File: config.mk
export PLATFORM = sky130hd
export DESIGN_NAME = alarm_matcher
export DESIGN_NICKNAME = d
export VERILOG_FILES = /design/src/rtl/alarm_matcher.sv
export SDC_FILE = /design/constraint.sdc
export NUM_CORES = 1
export LEC_CHECK = 0
export ABC_AREA = 1
export CAP_MARGIN = 30
export CORE_UTILIZATION = 45
export DETAILED_ROUTE_END_ITERATION = 10
export DONT_BUFFER_PORTS = 1
export REMOVE_ABC_BUFFERS = 1
export SLEW_MARGIN = 5
export SYNTH_ARGS = -nofsm -noshare
export SYNTH_HDL_FRONTEND = slang
export SYNTH_SLANG_ARGS = --single-unit
export TNS_END_PERCENT = 20
File: constraint.sdc
create_clock -name clk -period 1.85 [get_ports clk]
set_input_delay 0.4625 -clock clk [delete_from_list [all_inputs] [get_ports clk]]
set_output_delay 0.4625 -clock clk [all_outputs]
set_load 0.1 [all_outputs]
File: src/rtl/alarm_matcher.sv
// -----------------------------------------------------------------------------
// alarm_matcher
//   Holds the user alarm setpoint (hour, minute) and compares it with the
//   running time. It emits single-cycle alarm_trigger pulses toward the alarm
//   signal stage, which stretches each pulse into a visible/audible signal.
//   It also owns arm/disarm, the ringing timeout and, optionally, snooze.
//
//   Optional feature macro: ALARM_SNOOZE_EN
//     When defined, a snooze pulse while ringing silences the alarm. The alarm
//     rings again SNOOZE_MIN minutes later.
//     When undefined, the snooze port is ignored. There is no SNOOZE state and
//     no target register.
//
// Ports
//   clk, rst        system clock, synchronous active-high reset
//   sec_tick        1-cycle pulse; cur_* already carry the new time
//   cur_hour/min/sec running time (binary)
//   set_mode        level: user is editing the setpoint
//   inc_hour/inc_min setpoint increment pulses (only honoured in set_mode)
//   arm_toggle      arm/disarm pulse
//   stop            silence ringing, stay armed
//   snooze          snooze request (ALARM_SNOOZE_EN only)
//   alarm_trigger   1-cycle pulse to the alarm signal stage
//   alarm_hour/min  current setpoint
//   armed, ringing  status flags (registered)
// -----------------------------------------------------------------------------
module alarm_matcher #(
    parameter int DEFAULT_HOUR = 7,
    parameter int DEFAULT_MIN  = 0,
    parameter int RING_SECONDS = 60,
    parameter int SNOOZE_MIN   = 5
) (
    input  logic       clk,
    input  logic       rst,
    input  logic       sec_tick,
    input  logic [4:0] cur_hour,
    input  logic [5:0] cur_min,
    input  logic [5:0] cur_sec,
    input  logic       set_mode,
    input  logic       inc_hour,
    input  logic       inc_min,
    input  logic       arm_toggle,
    input  logic       stop,
    input  logic       snooze,
    output logic       alarm_trigger,
    output logic [4:0] alarm_hour,
    output logic [5:0] alarm_min,
    output logic       armed,
    output logic       ringing
);

    localparam int CNT_W = $clog2(RING_SECONDS + 1);

`ifdef ALARM_SNOOZE_EN
    typedef enum logic [1:0] {
        ST_IDLE    = 2'd0,
        ST_ARMED   = 2'd1,
        ST_RINGING = 2'd2,
        ST_SNOOZE  = 2'd3
    } state_t;
`else
    typedef enum logic [1:0] {
        ST_IDLE    = 2'd0,
        ST_ARMED   = 2'd1,
        ST_RINGING = 2'd2
    } state_t;
`endif

    state_t             state_r;
    state_t             state_s;
    logic [CNT_W-1:0]   ring_cnt_r;
    logic [CNT_W-1:0]   ring_cnt_s;
    logic [CNT_W-1:0]   ring_cnt_inc_s;
    logic               trig_s;
    logic               set_mode_q_r;
    logic               set_rise_s;
    logic               setpoint_hit_s;

    // Hour increment with 23 -> 0 wrap
    function automatic logic [4:0] hour_next(input logic [4:0] h);
        return (h == 5'd23) ? 5'd0 : h + 5'd1;
    endfunction

    // Minute increment with 59 -> 0 wrap (no carry)
    function automatic logic [5:0] min_next(input logic [5:0] m);
        return (m == 6'd59) ? 6'd0 : m + 6'd1;
    endfunction

    assign set_rise_s     = set_mode & ~set_mode_q_r;
    assign ring_cnt_inc_s = ring_cnt_r + {{(CNT_W-1){1'b0}}, 1'b1};
    assign setpoint_hit_s = ~set_mode & sec_tick & (cur_sec == 6'd0)
                          & (cur_hour == alarm_hour) & (cur_min == alarm_min);

`ifdef ALARM_SNOOZE_EN
    logic [4:0] tgt_hour_r;
    logic [5:0] tgt_min_r;
    logic [4:0] tgt_hour_s;
    logic [5:0] tgt_min_s;
    logic       snooze_hit_s;

    // Snooze target: minute overflow carries into the hour, hour wraps 23 -> 0
    function automatic logic [10:0] snooze_target(input logic [4:0] h, input logic [5:0] m);
        logic [6:0] sum;
        logic [4:0] hh;
        sum = {1'b0, m} + 7'(SNOOZE_MIN);
        if (sum >= 7'd60) begin
            sum = sum - 7'd60;
            hh  = hour_next(h);
        end else begin
            hh  = h;
        end
        return {hh, sum[5:0]};
    endfunction

    assign snooze_hit_s = ~set_mode & sec_tick & (cur_sec == 6'd0)
                        & (cur_hour == tgt_hour_r) & (cur_min == tgt_min_r);

    // Snooze target register
    always_ff @(posedge clk) begin
        if (rst) begin
            tgt_hour_r <= 5'd0;
            tgt_min_r  <= 6'd0;
        end else begin
            tgt_hour_r <= tgt_hour_s;
            tgt_min_r  <= tgt_min_s;
        end
    end
`else
    logic unused_snooze_s;
    assign unused_snooze_s = snooze & (SNOOZE_MIN != 0);
`endif

    // Setpoint editing; accepted in every state while set_mode is high
    always_ff @(posedge clk) begin
        if (rst) begin
            alarm_hour <= 5'(DEFAULT_HOUR);
            alarm_min  <= 6'(DEFAULT_MIN);
        end else if (set_mode) begin
            if (inc_hour) alarm_hour <= hour_next(alarm_hour);
            if (inc_min)  alarm_min  <= min_next(alarm_min);
        end
    end

    // State, counter and registered outputs
    always_ff @(posedge clk) begin
        if (rst) begin
            state_r       <= ST_IDLE;
            ring_cnt_r    <= '0;
            set_mode_q_r  <= 1'b0;
            alarm_trigger <= 1'b0;
            armed         <= 1'b0;
            ringing       <= 1'b0;
        end else begin
            state_r       <= state_s;
            ring_cnt_r    <= ring_cnt_s;
            set_mode_q_r  <= set_mode;
            // back-to-back pulses are never passed downstream
            alarm_trigger <= trig_s & ~alarm_trigger;
            armed         <= (state_s != ST_IDLE);
            ringing       <= (state_s == ST_RINGING);
        end
    end

    // Next-state logic; if/else order encodes the per-cycle event priority
    always_comb begin
        state_s    = state_r;
        ring_cnt_s = ring_cnt_r;
        trig_s     = 1'b0;
`ifdef ALARM_SNOOZE_EN
        tgt_hour_s = tgt_hour_r;
        tgt_min_s  = tgt_min_r;
`endif
        case (state_r)
            ST_IDLE: begin
                if (arm_toggle) state_s = ST_ARMED;
                else            state_s = ST_IDLE;
            end
            ST_ARMED: begin
                if (arm_toggle) begin
                    state_s = ST_IDLE;
                end else if (setpoint_hit_s) begin
                    state_s    = ST_RINGING;
                    trig_s     = 1'b1;
                    ring_cnt_s = '0;
                end else begin
                    state_s = ST_ARMED;
                end
            end
            ST_RINGING: begin
                if (arm_toggle) begin
                    state_s = ST_IDLE;
                end else if (stop || set_rise_s) begin
                    state_s = ST_ARMED;
`ifdef ALARM_SNOOZE_EN
                end else if (snooze) begin
                    state_s                 = ST_SNOOZE;
                    {tgt_hour_s, tgt_min_s} = snooze_target(cur_hour, cur_min);
`endif
                end else if (sec_tick) begin
                    ring_cnt_s = ring_cnt_inc_s;
                    if (ring_cnt_inc_s == CNT_W'(RING_SECONDS)) begin
                        state_s = ST_ARMED;
                    end else begin
                        trig_s = 1'b1;
                    end
                end else begin
                    state_s = ST_RINGING;
                end
            end
`ifdef ALARM_SNOOZE_EN
            ST_SNOOZE: begin
                if (arm_toggle) begin
                    state_s = ST_IDLE;
                end else if (stop || set_rise_s) begin
                    state_s = ST_ARMED;
                end else if (snooze_hit_s) begin
                    state_s    = ST_RINGING;
                    trig_s     = 1'b1;
                    ring_cnt_s = '0;
                end else begin
                    state_s = ST_SNOOZE;
                end
            end
`endif
            default: begin
                state_s = ST_IDLE;
            end
        endcase
    end

endmodule
==> results.toml <==
[logic_synthesis]
ys_types = 26
avgSynthCellArea_um2 = 6.45
async_reset_ff_frac = 0
ys_dominant_reg_cell = "dfxtp_1"
seq_area_frac_synth = 0.322
synth_top_area_frac = 0.322
ys_warn_count = 0
yosysMostFrequentCell = "nand2_1"
ys_top_cells_by_count = "nand2_1 (57), nor2_1 (35), inv_1 (32), dfxtp_1 (23), a21oi_1 (13)"
netlist_instances = 222
synth_area_mm2 = 0.00143
synth_edf_count = 0
synth_area_leaders = "dfxtp_1 (32%), nand2_1 (15%), nor2_1 (9.2%)"
synth_largest_area_cell = "dfxtp_1"
ys_seq_elements = 23

[cts]
cts_made_buffers = 3
root_buffer = "clkbuf_4"
holdBufCountCts = 0
cts.clk_slew.worst_paths_ns = 0.13
clock_sinks = 23
cts-resized-gates = 0
htree_levels = 1
post_cts_buffers = 0
clk_latency_ns = 0.31
clock_path_buffers = 2
cts_tree = "yes"

[cells_and_area]
n_antenna_cell = 0
postLayoutCellArea_mm2 = 0.00162
regArea_um2 = 460
final_cells = 283
layout-drive-gt1-share = 0.109
nets = 273
area_delta_synth_final_pct = 12.9
final_util = 0.534
fillerInstances = 326
multi_input_area_um2 = 826

[placement]
dp.cells = 279
portBuffers = 0
dp_hpwl_um = 2460
routabilityCongestion = 0.855
placed_cell_area_mm2 = 0.00159

[timing]
setup_viol = 0
hold_violations = 0
rsz0062_at_grt = "false"
relSlewSlack = 0.798
clock_skew_ns = 0.00319
post-route-min-period_ns = 1.64
max_freq_mhz = 608
period_share = 0.889
worstMarginPinSlew_ns = 0.303
drv_slew = 0

[global_route]
grt_pass1_wl_um = 4950
grt-ovfl-total = 0
grt_start_max_net_pins = 13
track_usage = 0.192
grt_pass1_vias = 1196
antenna_found_initial = 0

[drt]
drtAntennaViolNets = 0
vias = 1354
drtPass1Iterations = 4
wl_per_cell_um = 10.7
drtIter0Drc = 42
drc = 0
wl_um = 3030
vias_per_cell = 4.78

[power_and_ir_drop]
p_total_mw = 1.04
p_per_area_mw_per_mm2 = 643
cellLeakagePower_nw = 0.778
vdd.ir_drop.worst_mv = 0.363

[worst_hold_path]
hp-class = "in -> reg"

[setup_path]
r2r_slack_ns = 0.21
cp.arrival_ns = 1.87
cp_cell_sequence = "inv_1 > ha_1 > inv_1 > nor3_2 > nand2_1 > nand2_1 > nand2_4 > o21ai_0 > a21oi_1"
crit_path_start_kind = "flip-flop"
cp_slowest_stage_delay_ns = 0.36
slowest_stage = "dfxtp_1"
path_max_fanout = 9
end_kind = "flip-flop"
worstSetupPathType = "reg -> reg"
worstPathRequired_ns = 2.07

[job]
cap_viol_max_count = 0

[floorplan]
die_w_um = 58.4
core_mm2 = 0.00303
pin_count = 40
initial_core_util = 0.473
num_rows = 20
dieArea_mm2 = 0.00341
die_h_um = 58.4

[status]
status = "completed"
==> kinds of logic after synthesis <==
family,synth area share
XOR/XNOR,0.0551
adder cells (fa/ha/maj),0.0612
buffers and inverters,0.101
flip-flops,0.322
AND/OR/NAND/NOR,0.354
AO/OA/AOI/OAI,0.107
==> worst max-delay path, delay by kind of cell (launching register included) <==
family / cells / cell delay (ns)
buffers and inverters: 2 / 0.23
DFF: 1 / 0.36
adders and majority gates: 1 / 0.19
AOI/OAI and AO/OA: 2 / 0.23
and+or+nand+nor: 4 / 0.54
==> layout make-up <==
class | count | share of cell area
clock buffers | 4 | 0.0163
inverters | 35 | 0.0844
multi-input cells | 162 | 0.511
flip-flops and latches | 23 | 0.285
well taps | 44 | 0.0341
repair buffers | 15 | 0.0697
==> worst paths after layout <==
check / from / end / cells after the start
worst min register to register: ring_cnt_r[4] / ring_cnt_r[4] / 2
worst min-delay path: rst / ring_cnt_r[1] / 1
worst max register to register: state_r[0] / ring_cnt_r[4] / 9
worst max-delay path: state_r[0] / ring_cnt_r[4] / 9
==> cell usage in the layout, fill, tap and decap left out, types with 2 or more instances in the layout <==
cell type  synthesis  final
nand2_1           57     57
nor2_1            35     35
inv_1             32     32
dfxtp_1           23     23
buf_4              0     15
a21oi_1           13     13
nand3_1           11     11
o21ai_0            9      9
nand4_1            7      7
ha_1               7      7
xor2_1             6      6
xnor2_1            3      3
clkbuf_4           0      3
inv_2              2      2
nor3_2             2      2
o21bai_1           2      2
a211oi_1           2      2
==> state kept, by name (all words and copies together), names as in the netlist <==
register / cells
state_r: 2
ring_cnt_r: 6
alarm_trigger: 1
set_mode_q_r: 1
alarm_min: 6
armed: 1
alarm_hour: 5
ringing: 1
==> where the power goes <==
group	internal, mW	switching, mW	total, mW
Clock	0.0843	0.156	0.241
Sequential	0.519	0.0232	0.542
Combinational	0.0724	0.185	0.257
Total	0.676	0.364	1.04
==> metal layers <==
layer / vias up / wire length (µm) / global-route usage
met4: 0 / 42 / 0.0816
met2: 29 / 1450 / 0.328
met5: - / 0 / 0
li1: 734 / - / -
met1: 587 / 1410 / 0.246
met3: 4 / 125 / 0.0198
==> per-stage QoR <==
stage | setup slack, ns | hold slack (ns) | TNS (ns)
6_report | 0.205 | 0.194 | 0
5_1_grt | 0.0534 | 0.173 | 0
2_1_floorplan | -0.185 | 0.456 | -1.74
4_1_cts | 0.198 | 0.185 | 0
3_5_place_dp | 0.206 | 0.491 | 0
3_3_place_gp | 0.250 | 0.473 | 0
Note: power is estimated with default switching activity, not from simulation.
